### config.mk
export PLATFORM = sky130hd
export DESIGN_NAME = rgb_hue_pwm
export DESIGN_NICKNAME = d
export VERILOG_FILES = /design/src/rtl/rgb_hue_pwm.sv
export SDC_FILE = /design/constraint.sdc
export NUM_CORES = 1
export LEC_CHECK = 0
export CAP_MARGIN = 40
export CORE_MARGIN = 2
export CORE_UTILIZATION = 40
export CTS_BUF_LIST = sky130_fd_sc_hd__clkbuf_4 sky130_fd_sc_hd__clkbuf_8
export CTS_CLUSTER_SIZE = 24
export DETAILED_ROUTE_END_ITERATION = 7
export PLACE_DENSITY = 0.59
export RECOVER_POWER = 100
export SYNTH_ARGS = -nofsm -noshare
export SYNTH_HDL_FRONTEND = slang
export SYNTH_SLANG_ARGS = --single-unit
### constraint.sdc
create_clock -name clk -period 4.9 [get_ports clk]
set_input_delay 0.98 -clock clk [delete_from_list [all_inputs] [get_ports clk]]
set_output_delay 0.98 -clock clk [all_outputs]
set_load 0.01 [all_outputs]
### src/rtl/rgb_hue_pwm.sv
// rgb_hue_pwm: three-channel PWM engine with hue wheel, breathe, static and off modes.
module rgb_hue_pwm #(
    parameter int PWM_BITS     = 8,
    parameter int PRESCALE     = 47,
    parameter int STEP_PERIODS = 4,
    parameter int ACTIVE_LOW   = 1
) (
    input  logic                  clk,
    input  logic                  rst_n,
    input  logic                  en,
    input  logic [1:0]            mode,
    input  logic [3*PWM_BITS-1:0] static_rgb,
    output logic                  RGB_R,
    output logic                  RGB_G,
    output logic                  RGB_B,
    output logic                  period_strobe,
    output logic [2:0]            hue_sector
);
    localparam int N  = PWM_BITS;
    localparam int PW = $clog2(PRESCALE + 1);
    localparam int SW = $clog2(STEP_PERIODS + 1);
    localparam logic [N-1:0] M = '1;
    localparam logic [N-1:0] Z = '0;
    localparam logic AL = (ACTIVE_LOW != 0);

    logic [PW-1:0]  presc_q, presc_d;
    logic [N-1:0]   pwm_q, pwm_d, ramp_q, ramp_d, b_q, b_d;
    logic [SW-1:0]  step_q, step_d;
    logic [2:0]     sec_q, sec_d, hsec_q, hsec_d, rgb_q, rgb_d;
    logic           dn_q, dn_d, stb_q, stb_d;
    logic [3*N-1:0] duty_q, duty_d, hue_duty, br_duty, nxt;
    logic [2*N-1:0] prod_r, prod_g, prod_b;
    logic           tick, pb, astep, hue_adv, br_adv;

    always_comb begin
        tick    = en && presc_q == PW'(PRESCALE - 1);
        pb      = tick && pwm_q == M;
        astep   = pb && step_q == SW'(STEP_PERIODS - 1);
        hue_adv = astep && mode == 2'd0;
        br_adv  = astep && mode == 2'd1;
        presc_d = !en ? presc_q : tick ? '0 : presc_q + 1'b1;
        pwm_d   = tick ? pwm_q + 1'b1 : pwm_q;
        step_d  = !pb ? step_q : astep ? '0 : step_q + 1'b1;
        ramp_d  = hue_adv ? ramp_q + 1'b1 : ramp_q;
        sec_d   = (hue_adv && ramp_q == M) ? (sec_q == 3'd5 ? 3'd0 : sec_q + 3'd1) : sec_q;
        // Breathe holds at each end for one step while the direction flips.
        b_d     = !br_adv ? b_q : dn_q ? (b_q == Z ? b_q : b_q - 1'b1) : (b_q == M ? b_q : b_q + 1'b1);
        dn_d    = !br_adv ? dn_q : dn_q ? (b_q != Z) : (b_q == M);
        case (sec_q)
            3'd0:    hue_duty = {M, ramp_q, Z};
            3'd1:    hue_duty = {M - ramp_q, M, Z};
            3'd2:    hue_duty = {Z, M, ramp_q};
            3'd3:    hue_duty = {Z, M, M - ramp_q};
            3'd4:    hue_duty = {ramp_q, Z, M};
            default: hue_duty = {M, Z, M - ramp_q};
        endcase
        prod_r  = {Z, static_rgb[3*N-1:2*N]} * {Z, b_q};
        prod_g  = {Z, static_rgb[2*N-1:N]} * {Z, b_q};
        prod_b  = {Z, static_rgb[N-1:0]} * {Z, b_q};
        br_duty = {prod_r[2*N-1:N], prod_g[2*N-1:N], prod_b[2*N-1:N]};
        nxt     = mode == 2'd0 ? hue_duty : mode == 2'd1 ? br_duty : mode == 2'd2 ? static_rgb : '0;
        duty_d  = pb ? nxt : duty_q;
        hsec_d  = pb ? sec_q : hsec_q;
        rgb_d   = en ? {pwm_q < duty_q[3*N-1:2*N], pwm_q < duty_q[2*N-1:N], pwm_q < duty_q[N-1:0]} ^ {3{AL}}
                     : {3{AL}};
        stb_d   = pb;
    end

    always_ff @(posedge clk or negedge rst_n) begin
        if (!rst_n) begin
            presc_q <= '0;
            pwm_q   <= '0;
            step_q  <= '0;
            ramp_q  <= '0;
            sec_q   <= '0;
            b_q     <= '0;
            dn_q    <= 1'b0;
            duty_q  <= '0;
            hsec_q  <= '0;
            rgb_q   <= {3{AL}};
            stb_q   <= 1'b0;
        end else begin
            presc_q <= presc_d;
            pwm_q   <= pwm_d;
            step_q  <= step_d;
            ramp_q  <= ramp_d;
            sec_q   <= sec_d;
            b_q     <= b_d;
            dn_q    <= dn_d;
            duty_q  <= duty_d;
            hsec_q  <= hsec_d;
            rgb_q   <= rgb_d;
            stb_q   <= stb_d;
        end
    end

    assign {RGB_R, RGB_G, RGB_B} = rgb_q;
    assign period_strobe = stb_q;
    assign hue_sector    = hsec_q;
endmodule

; Word-level counts from Yosys, hierarchy flattened
; Index checks and enable logic that the tools add are counted.
[word_totals]
register_bits = 68
in_bits = 29
[op_classes]
reduce_logical = 11
mul = 3
addsub = 8
eq_ne = 14
n_lt_le_gt_ge = 3
bitwise = 1
n_mux = 12
[op_table]
columns = cell, n
row1 = 24-bit case mux with 5 select lines, 1
row2 = 24-bit 2-to-1 mux, 3
row3 = 8-bit by 8-bit multiplier with 16-bit output, 3
row4 = 8-bit by 1-bit adder with 8-bit output (second input constant), 3
row5 = 8-bit equality test (second input constant), 3
row6 = 8-bit less-than comparator, 3
row7 = 8-bit 2-to-1 mux, 3
row8 = 3-bit by 2-bit equality test with 1-bit output (second input constant), 3
row9 = 3-bit 2-to-1 mux, 3
row10 = 8-bit logical NOT, 1
row11 = 8-bit nonzero test, 1
row12 = 8-bit by 1-bit subtractor with 8-bit output (second input constant), 1
row13 = 8-bit subtractor (first input constant), 1
row14 = 3-bit by 1-bit adder with 3-bit output (second input constant), 2
row15 = 6-bit by 1-bit adder with 6-bit output (second input constant), 1
row16 = 3-bit equality test (second input constant), 2
row17 = 6-bit equality test (second input constant), 1
row18 = 1-bit logical AND, 6
row19 = 6-bit 2-to-1 mux, 1
row20 = 2-bit inequality test (second input constant), 2
row21 = 3-bit by 1-bit equality test with 1-bit output (second input constant), 1
row22 = 3-bit logical NOT, 1
row23 = 3-bit inverter, 1
row24 = 3-bit AND reduction, 1
row25 = other kinds (4), 4

; Longest topological paths before layout
; Gate-level depths: netlist of run 1.
[logic_depth]
ltp_word = 6
mapped_depth = 18
ltp_nobuf = 16

; Worst setup path before layout of run 1
; OpenSTA, ideal clock, no wires.
[synth_path]
kind = input-to-reg
startpoint = input port static_rgb[9]
endpoint = register duty_q[15]
stages = 14
required_ns = 4.828
path_slack_ns = -0.009
setup_ns = 0.072
arrival_ns = 4.837
path_cell_list = and2_1 > fa_1 > fa_1 > fa_1 > inv_1 > fa_1 > inv_1 > ha_1 > nand2_1 > o21ai_1 > a22oi_2 > o21ba_2 > or4_1 > nor2_1
[synth_via]
elab_chain_cells = 3
[synth_lines]
columns = element, line_no
row1 = start: declaration, 12  ; input logic [3*PWM_BITS-1:0] static_rgb,
row2 = 8-bit by 8-bit multiplier with 16-bit output, 58  ; prod_g = {Z, static_rgb[2*N-1:N]} * {Z, b_q};
row3 = 24-bit 2-to-1 mux (2 in a row), 61  ; nxt = mode == 2'd0 ? hue_duty : mode == 2'd1 ? br_duty : mode == 2'd2 ? static_rgb : '0;
row4 = end signal: assignment, 90  ; duty_q <= duty_d;
row5 = end: declaration, 31  ; logic [3*N-1:0] duty_q, duty_d, hue_duty, br_duty, nxt;
; No other way between the ends.
; A chain may end at the register's enable or synchronous reset.

; Worst setup path after layout of run 1
[layout_path]
startpoint = input port static_rgb[19]
endpoint = register duty_q[19]
[layout_via]
elab_chain_cells = 3
elab_cells_between_ends = 4
[layout_lines]
columns = element, line_no
row1 = 8-bit by 8-bit multiplier with 16-bit output / 24-bit 2-to-1 mux (equally long branches), "57, 61"
row2 = 24-bit 2-to-1 mux * (2 in a row), 61
; Every way passes the cells marked *; elsewhere a longest branch is shown, timed or not.

==> summary.md, run 1 <==
| Metric | Value |
|---|---|
| Area grow syn2layout | `20.0%` |
| Most numerous cell in the Yosys netlist | `inv_1` |
| Endpoints failing setup | `0` |
| Worst ir drop on vdd | `146 uV` |
| RePlAce Congestion | `0.837` |
| Nature of the critical path startpoint | `input port` |
| Clock Latency Late Sink | `370 ps` |
| Total GRT Usage | `21.2%` |
| Synth Flop Type | `dfrtp_1` |
| First-pass GRT wire length | `44,900 um` |
| # DRC | `0` |
| Crit path required time | `5140 ps` |
| Share of cells above drive strength 1 | `19.0%` |
| Yosys top cell area share | `20.6%` |
| # nets final | `1,556` |
| Worst-path clk slew | `80 ps` |
| WP data arrival | `5080 ps` |
| Syn nets | `1,439` |
| Initial Util | `40.8%` |
| Fin. max-slew vios | `71` |
| Die Wd | `164 um` |
| Core Region | `25,300 um2` |
| Top post-synthesis cells by count | `inv_1, and2_1, ha_1` |
| Async SR Flop Fraction | `100%` |
| Maxcap violations | `2` |
| Grt ovf | `0` |
| Register area share after synthesis | `16.6%` |
| Largest net degree at the start of global routing | `43` |
| Top post-synthesis cells by area | `fa_1, ha_1, dfrtp_1` |
| Type of the worst setup path | `in -> reg` |
| Final Power | `0.00141 W` |
| Hold path start | `step_q[1]` |
| Vias in the first global route | `8,519` |
| CTS Hold Buffers Added | `0` |
| 1st-iter DRT viols | `476` |
| Max Fclk | `207 MHz` |
| Die footprint | `27,000 um2` |
| Total I/O pin count | `36` |
| Failing checks | `max-capacitance violations, max-slew violations` |
| Buf+Inv Stages, Crit Path | `5` |
| Initial antenna violation count | `0` |
| Delay of the slowest critical-path stage | `560 ps` |
| Hold WS | `482 ps` |
| WL/cell | `17.0 um` |
| H-tree levels | `3` |
| Fin crit share | `98.7%` |
| Vias per cell | `5.27` |
| TritonCTS Sinks | `68` |
| Detail Route Antenna Nets | `0` |
| Syn Inst Count | `1,171` |
| Row cnt | `58` |
| Chip Height | `164 um` |
| R2R Path End | `duty_q[19]` |
| Post-Route WL | `27,500 um` |
| TritonCTS buffer count | `9` |
| FF-to-FF path depth | `17` |
| Post-Syn Area | `10,300 um2` |
| Delay-heaviest family, CP | `adder cells` |
| Pleak | `6.41 nW` |
| Worst-Margin Slew | `2370 ps` |
| Start of the worst register-to-register path | `b_q[6]` |
| Clock Tree Buf Depth | `2` |
| Placed insts | `1,595` |
| Worst path cell trace | `clkdlybuf4s15_1, and2_4, fa_1, fa_1, fa_1, inv_1, fa_1, inv_2, ha_4, a21o_1, a21oi_4, o32ai_4, buf_4, buf_4, o31a_1, a211oi_2, a21oi_1` |
| N_diodes | `0` |
| Most used cell, CP | `fa_1` |
| Post-layout min period | `4840 ps` |
| EDFF count, synth | `0` |
| Setup crit end kind | `register` |
| Syn Area/Cell | `8.79 um2` |
| Vias | `8,555` |
| Post-synth cell types | `69` |
| #FFs+latches synth | `68` |
| Clk root buf | `clkbuf_8` |
| Slowest CP cell | `fa_1` |
| Layout Cells excl Fill | `1,623` |
| Crit Path Max Fanout | `3` |
| Port Buffers | `35` |
| Setup Skew | `9.36 ps` |
| Setup ws final | `64.8 ps` |
| DP HPWL | `21,600 um` |
| Syn. warnings | `0` |
| First-pass DRT Iterations | `5` |
| Place WS | `-841 ps` |
| Status | `complete, but fails checks` |
| Final hold vios | `0` |
| WHS Path Cells | `2` |
| R2r setup slk | `190 ps` |
| Pwr dens | `114 nW/um2` |
| Synth area leader | `fa_1` |
| Slew margin rel. | `-57.9%` |
| HP Class | `reg -> reg` |
| CTS tree | `yes` |
| Hold Path Sink | `step_q[1]` |
-- where the power goes --
group          leakage (nW)  switching, W  internal, W  total [W]
logic                  5.43      0.000109    0.0000867   0.000196
clock network         0.120      0.000241     0.000345   0.000585
registers             0.862     0.0000394     0.000592   0.000631
-- kinds of logic (layout without fill, tap and decap cells) --
family                   count (synthesis)  count (layout)  share of synthesized area [%]
AO/OA/AOI/OAI                          215             215                           13.8
XOR/XNOR                                40              40                           3.40
adder cells (fa/ha/maj)                239             239                           36.8
buffers and inverters                  219             341                           8.16
flip-flops                              68              68                           16.6
multiplexers                            19              19                           1.96
AND/OR/NAND/NOR                        371             371                           19.4
-- timing repair --
action | 4_1_cts | 5_1_grt
buffers inserted | 6 | 6
gates resized for setup | 64 | 83
pin swaps | 37 | 56
endpoints found under the setup margin | 20 | 19
-- how the worst max path moves through the flow --
stage | from | end | slack [ps] | depth (start not counted)
2_1_floorplan | static_rgb[0] | duty_q[4] | 6 | 15
3_3_place_gp | static_rgb[0] | duty_q[4] | -660 | 16
3_5_place_dp | static_rgb[2] | duty_q[4] | -840 | 16
4_1_cts | static_rgb[15] | duty_q[15] | 1 | 14
5_1_grt | static_rgb[19] | duty_q[19] | -30 | 17
6_report | static_rgb[19] | duty_q[19] | 60 | 17
-- tightest hold or removal path: stages, from the launching register on --
cell	delay [ps]
dfrtp_1	350
nand2_1	50
nand2_1	50
-- placed cells by master (no fill, tap or decap), types with 6 or more instances in the layout --
cell           count
mux2i_1           10
xnor2_1           25
mux2_2             9
o21ai_0           48
fa_2              10
inv_2              8
fa_1              96
a21o_1            16
ha_4               9
nor3_1            14
a221oi_1           6
clkbuf_2          11
nand2_1           85
dlygate4sd3_1      8
nand4_1           14
buf_4            108
and3_1             6
a211oi_1           8
and2_4            10
or3_1              7
dlygate4sd2_1      6
inv_1            161
xor2_1            14
buf_6              7
ha_1             122
a21oi_2            6
and2_1           125
clkbuf_8           9
dfrtp_1           63
nor2_1            56
o211ai_1           7
nand3_1           17
o21bai_1           6
a21oi_1           47
-- state kept, by name, summed over array words and instances, names as in the netlist --
name and count:
ramp_q 8, pwm_q 8, duty_q 24, b_q 8, period_strobe 1, hue_sector 3
step_q 3, rgb_q 3, presc_q 6, dn_q 1, sec_q 3
-- final cells by class --
cell class,count,area [um2]
clock buffers,10,131
clock inverters,6,111
fillers,2404,12900
inverters,169,634
multi-input cells,884,8110
flip-flops and latches,68,1710
well taps,330,413
repair buffers,156,1240
-- through the flow --
step           setup TNS [ps]  util (%)  cell area, um2
2_1_floorplan               0         -           10300
3_3_place_gp           -12050      46.3           11700
3_5_place_dp           -13240      46.4           11700
4_1_cts                     0      48.3           12200
5_1_grt                 -45.9      48.9           12400
6_report                    0      48.9           12400
-- metal layers --
metal	track usage, %	vias up	routed length [um]
met4	5.02	0	465
met3	2.66	35	907
met5	0	-	0
met2	35.0	145	13000
met1	29.7	4219	13100
li1	-	4156	-
Note: power is estimated with default switching activity, not from simulation.
==> run 2, diff against run 1 <==
PLACE_DENSITY = 0.57   (was 0.59)
clock period = 4.99 ns   (was 4.9 ns; I/O delays follow)
==> run 2 against run 1 <==
  * The flow still finishes with violations (max-capacitance violations, max-slew violations)
  * Non-clock buffer count unchanged
  * Die area did not move
  * Sequential cell count is the same
  * Cell count unchanged
  * Sequential power fell by 2%
  * Routed wire length down 2.8%
  * Design area shrank 1.8%
  * Via count down 0.75%
==> summary.md, run 2 (synthesis results as in run 1) <==
| Metric | Value |
|---|---|
| Worst-Margin Slew | `2750 ps` |
| Initial antenna violation count | `0` |
| Area grow syn2layout | `17.8%` |
| Clock Power Share | `37.7%` |
| Setup TNS | `0 ps` |
| Slew margin rel. | `-83.2%` |
| Register with the most flip-flops | `duty_q` |
| WP data arrival | `5120 ps` |
| Net Sw Frac | `30.3%` |
| Worst-path clk slew | `80 ps` |
| TritonCTS Sinks | `68` |
| Pleak | `6.39 nW` |
| Place WS | `-791 ps` |
| Clk root buf | `clkbuf_8` |
| Share of cells above drive strength 1 | `17.3%` |
| RePlAce Congestion | `0.836` |
| Vias per cell | `5.23` |
| Most common cell after layout, fill and taps aside | `inv_1` |
| Cell internal pwr | `0.000903 W` |
| Nature of the critical path startpoint | `input port` |
| Setup ws final | `171 ps` |
| First-pass DRT Iterations | `5` |
| Max Fclk | `208 MHz` |
| Crit Path Max Fanout | `4` |
| Chip Height | `164 um` |
| Crit path required time | `5290 ps` |
| Setup crit end kind | `register` |
| Pwr dens | `107 nW/um2` |
| HP Class | `reg -> reg` |
| Post-Route WL | `26,700 um` |
| # nets final | `1,556` |
| Failing checks | `max-capacitance violations, max-slew violations` |
| # fillers | `2,492` |
| Worst ir drop on vdd | `120 uV` |
| Status | `complete, but fails checks` |
| Vias in the first global route | `8,546` |
| Largest net degree at the start of global routing | `50` |
| Grt ovf | `0` |
| Fin crit share | `96.6%` |
| Die footprint | `27,000 um2` |
| Comb pwr share | `14.7%` |
| Fin. max-slew vios | `50` |
| Max reg flops | `24` |
| Post-layout min period | `4820 ps` |
| Vias | `8,491` |
| DP HPWL | `21,300 um` |
| Final hold vios | `0` |
| Total I/O pin count | `36` |
| CTS tree | `yes` |
| Final Power | `0.00130 W` |
| First-pass GRT wire length | `45,200 um` |
| # DRC | `0` |
| Detail Route Antenna Nets | `0` |
| Die Wd | `164 um` |
| 1st-iter DRT viols | `512` |
| Most frequent cells in the layout | `inv_1, ha_1, and2_1, buf_4, fa_1` |
| Clock Tree Buf Depth | `2` |
| Row cnt | `58` |
| N_diodes | `0` |
| Initial Util | `40.8%` |
| Maxcap violations | `1` |
| TritonCTS buffer count | `9` |
| P_sw | `0.000393 W` |
| Reg power frac | `47.6%` |
| Setup Skew | `15.0 ps` |
| H-tree levels | `3` |
| Type of the worst setup path | `in -> reg` |
| Endpoints failing setup | `0` |
| WL/cell | `16.5 um` |
| Core Region | `25,300 um2` |
| Finished Core Util | `48.0%` |
| Clock Latency Late Sink | `380 ps` |
| Total GRT Usage | `21.1%` |
| Port Buffers | `35` |
[run 2: timing repair]
action / CTS / global route
setup buffers: 7 / 1
endpoints found under the setup margin: 18 / 19
hold buffers: 0 / 0
resized for setup: 45 / 72
cloned: 0 / 0
pin swaps: 27 / 38
[run 2: per-layer routing]
metal / part of all wire (%) / vias to the layer above / GRT usage [%]
li1: - / 4138 / -
met2: 48 / 156 / 34.9
met5: 0 / - / 0
met3: 3.3 / 19 / 2.39
met1: 48 / 4178 / 29.9
met4: 1.3 / 0 / 4.58
[run 2: worst paths after layout]
kind | start | to | slack, ps | cells after the start
min in group asynchronous | rst_n | presc_q[5] | 790 | 1
worst min-delay path | step_q[1] | step_q[1] | 470 | 2
max in group asynchronous | rst_n | b_q[5] | 850 | 2
worst min register to register | step_q[1] | step_q[1] | 470 | 2
worst max-delay path | static_rgb[14] | duty_q[15] | 170 | 15
worst max register to register | b_q[3] | duty_q[15] | 210 | 15
[run 2: layout make-up]
type                            count  area (um2)  share of cell area, %
Multi-Input combinational cell    884        7970                   65.7
Sequential cell                    68        1710                   14.1
Timing Repair Buffer              156        1200                   9.87
Inverter                          169         634                   5.23
Tap cell                          330         413                   3.40
Clock buffer                        9         124                   1.02
Clock inverter                      7        83.8                  0.691
[run 2: power groups by stage]
stage                      logic, W  registers, W  clock network (W)
after floorplan           0.0000912      0.000618                  0
after global placement     0.000197      0.000629                  0
after detailed placement   0.000201      0.000631                  0
after CTS                  0.000199      0.000619           0.000502
after global routing       0.000212      0.000622           0.000526
final                      0.000190      0.000617           0.000489
[run 2: metrics by stage]
stage	cell area, um2	hold WS, ps	cells
after floorplan	10300	443	1171
after global placement	11700	457	1598
after detailed placement	11700	461	1599
after CTS	12100	479	1622
after global routing	12100	525	1623
final	12100	471	1623
[run 2: worst max-delay path, cell delays in order]
cell and delay [ps]:
dlygate4sd2_1 270, and2_4 170, fa_1 470, fa_1 500
fa_1 540, inv_1 50, fa_1 520, inv_1 60
ha_4 290, nand2_1 60, o21ai_2 190, a22oi_2 140
o21ba_2 220, or4_4 510, nor2_2 110
==> run 3, diff against run 2 <==
CORE_UTILIZATION = 62   (was 40)
CTS_CLUSTER_DIAMETER = 80   (was default)
PLACE_DENSITY = 0.82   (was 0.57)
==> run 3 against run 2 <==
  * The flow still finishes with violations (max-capacitance violations, max-slew violations)
  * First-iteration DRC count is 5.9% higher
  * Worst setup slack lost 86 ps
  * Total power up 4.6%
  * Largest cell class unchanged
  * Largest power group unchanged
==> summary.md, run 3 (synthesis results as in run 1) <==
| Metric | Value |
|---|---|
| Die footprint | `17,700 um2` |
| Reg power frac | `45.4%` |
| Clock Tree Buf Depth | `2` |
| Worst path cell trace | `dlygate4sd2_1, and2_4, fa_1, fa_1, fa_1, inv_1, fa_1, inv_1, ha_4, a21o_1, a21oi_2, buf_4, buf_4, o32ai_1, a311o_1, a311oi_1, a21oi_1` |
| Crit path required time | `5230 ps` |
| # fillers | `1,165` |
| HP Class | `reg -> reg` |
| Vias in the first global route | `9,273` |
| 1st-iter DRT viols | `542` |
| Maxcap violations | `1` |
| Clock Power Share | `40.7%` |
| Vias | `8,936` |
| Worst-Margin Slew | `2240 ps` |
| Pleak | `6.32 nW` |
| Start of the worst register-to-register path | `b_q[3]` |
| Grt ovf | `0` |
| Setup crit end kind | `register` |
| Hold WS | `487 ps` |
| Fin crit share | `98.3%` |
| First-pass DRT Iterations | `5` |
| WL/cell | `17.8 um` |
| Largest net degree at the start of global routing | `41` |
| N_diodes | `0` |
| Pwr dens | `112 nW/um2` |
| Area grow syn2layout | `17.1%` |
| Max reg flops | `24` |
| Worst ir drop on vdd | `121 uV` |
| First-pass GRT wire length | `43,900 um` |
| R2r setup slk | `180 ps` |
| Final Power | `0.00136 W` |
| Final hold vios | `0` |
| CTS Hold Buffers Added | `0` |
| # nets final | `1,550` |
| Multi-input logic area | `8010 um2` |
| Status | `complete, but fails checks` |
| Core Region | `16,400 um2` |
| P_sw | `0.000389 W` |
| Most used cell, CP | `fa_1` |
| Register with the most flip-flops | `duty_q` |
| Vias per cell | `5.93` |
| FF-to-FF path depth | `18` |
| Hold Path Sink | `hue_sector[1]` |
| Most frequent cells in the layout | `inv_1, and2_1, ha_1, buf_4, fa_1` |
| Slowest CP cell | `fa_1` |
| Post-Route WL | `26,800 um` |
| Max Fclk | `204 MHz` |
| TritonCTS buffer count | `9` |
| RePlAce Congestion | `0.895` |
| Clk root buf | `clkbuf_8` |
| Nature of the critical path startpoint | `input port` |
| Post-layout min period | `4900 ps` |
| Critical Path Source | `static_rgb[17]` |
| Port Buffers | `35` |
| Setup ws final | `85.8 ps` |
| Die Wd | `133 um` |
| Chip Height | `133 um` |
| Total I/O pin count | `36` |
| Net Sw Frac | `28.7%` |
| WP data arrival | `5150 ps` |
| Endpoints failing setup | `0` |
| Clock Latency Late Sink | `380 ps` |
| Type of the worst setup path | `in -> reg` |
| Cell internal pwr | `0.000966 W` |
| Total GRT Usage | `30.9%` |
| R2R Path End | `duty_q[21]` |
| Comb pwr share | `13.9%` |
| TritonCTS Sinks | `68` |
| Initial Util | `62.7%` |
| Sequential cell area | `1710 um2` |
| Initial antenna violation count | `0` |
| Setup Skew | `11.8 ps` |
| Detail Route Antenna Nets | `0` |
| Worst-path clk slew | `80 ps` |
| H-tree levels | `3` |
| Slew margin rel. | `-49.7%` |
| CTS tree | `yes` |
| # DRC | `0` |
| DP HPWL | `20,300 um` |
| WHS Path Cells | `2` |
| Fin. max-slew vios | `41` |
| Delay of the slowest critical-path stage | `570 ps` |
| Hold path start | `hue_sector[1]` |
| Share of cells above drive strength 1 | `16.4%` |
| Row cnt | `47` |
| Place WS | `-837 ps` |
| Most common cell after layout, fill and taps aside | `inv_1` |
| Crit Path Max Fanout | `3` |
| Failing checks | `max-capacitance violations, max-slew violations` |
## run 3: changes by cell type in the layout (fill, tap and decap cells not counted), sizes merged
| cell | delta |
|---|---|
| clkinv | -1 |
| clkdlybuf4s50 | +3 |
| dlygate4sd2 | +8 |
| clkinvlp | -1 |
| clkbuf | -7 |
| bufinv | +1 |
| dlymetal6s2s | -4 |
| buf | -5 |
## run 3: worst max-delay path: cells and delay by family
family	cells	cell delay, ps
AOI/OAI and AO/OA	6	1140
adders and majority gates	5	2200
buffers and inverters	5	630
and+or+nand+nor	1	170
## run 3: worst max-delay path by stage
| stage | depth (start not counted) | end | slack (ps) |
|---|---|---|---|
| after floorplan | 14 | duty_q[15] | 60 |
| after global placement | 16 | duty_q[4] | -590 |
| after detailed placement | 16 | duty_q[4] | -840 |
| after CTS | 17 | duty_q[12] | 30 |
| after global routing | 16 | duty_q[6] | -50 |
| final | 17 | duty_q[21] | 90 |
## run 3: repair_timing
item	in CTS	in global routing
pin swaps	31	51
resized for setup	61	44
setup buffers	7	5
setup endpoints to repair	19	18
gates cloned	0	0
## run 3: power by group through the flow
stage / clock (W) / sequential [W] / combinational (W)
after global routing: 0.000578 / 0.000621 / 0.000212
after detailed placement: 0 / 0.000627 / 0.000193
final: 0.000551 / 0.000615 / 0.000189
after CTS: 0.000552 / 0.000616 / 0.000191
after global placement: 0 / 0.000626 / 0.000189
after floorplan: 0 / 0.000618 / 0.0000912
## run 3: layer usage
layer | vias up | GRT usage, % | wire length, um
met5 | - | 0 | 0
met4 | 0 | 12.9 | 968
met3 | 80 | 5.02 | 1500
met1 | 4371 | 38.5 | 10700
li1 | 4137 | - | -
met2 | 348 | 53.3 | 13600
## run 3: cell type report
class	count	share of cell area, %
clock buffer	10	1.14
clock inverter	6	0.789
inverter	169	5.26
multi-input combinational	884	66.5
sequential	68	14.2
tap	220	2.28
timing repair buffer	150	9.85
## run 3: metrics by stage
step	utilization, %	TNS, ps	cells	area (um2)
after floorplan	-	0	1171	10300
after global placement	70.1	-9730	1479	11500
after detailed placement	70.1	-11870	1479	11500
after global routing	73.4	-169	1507	12100
final	73.4	0	1507	12100
after CTS	72.9	0	1502	12000
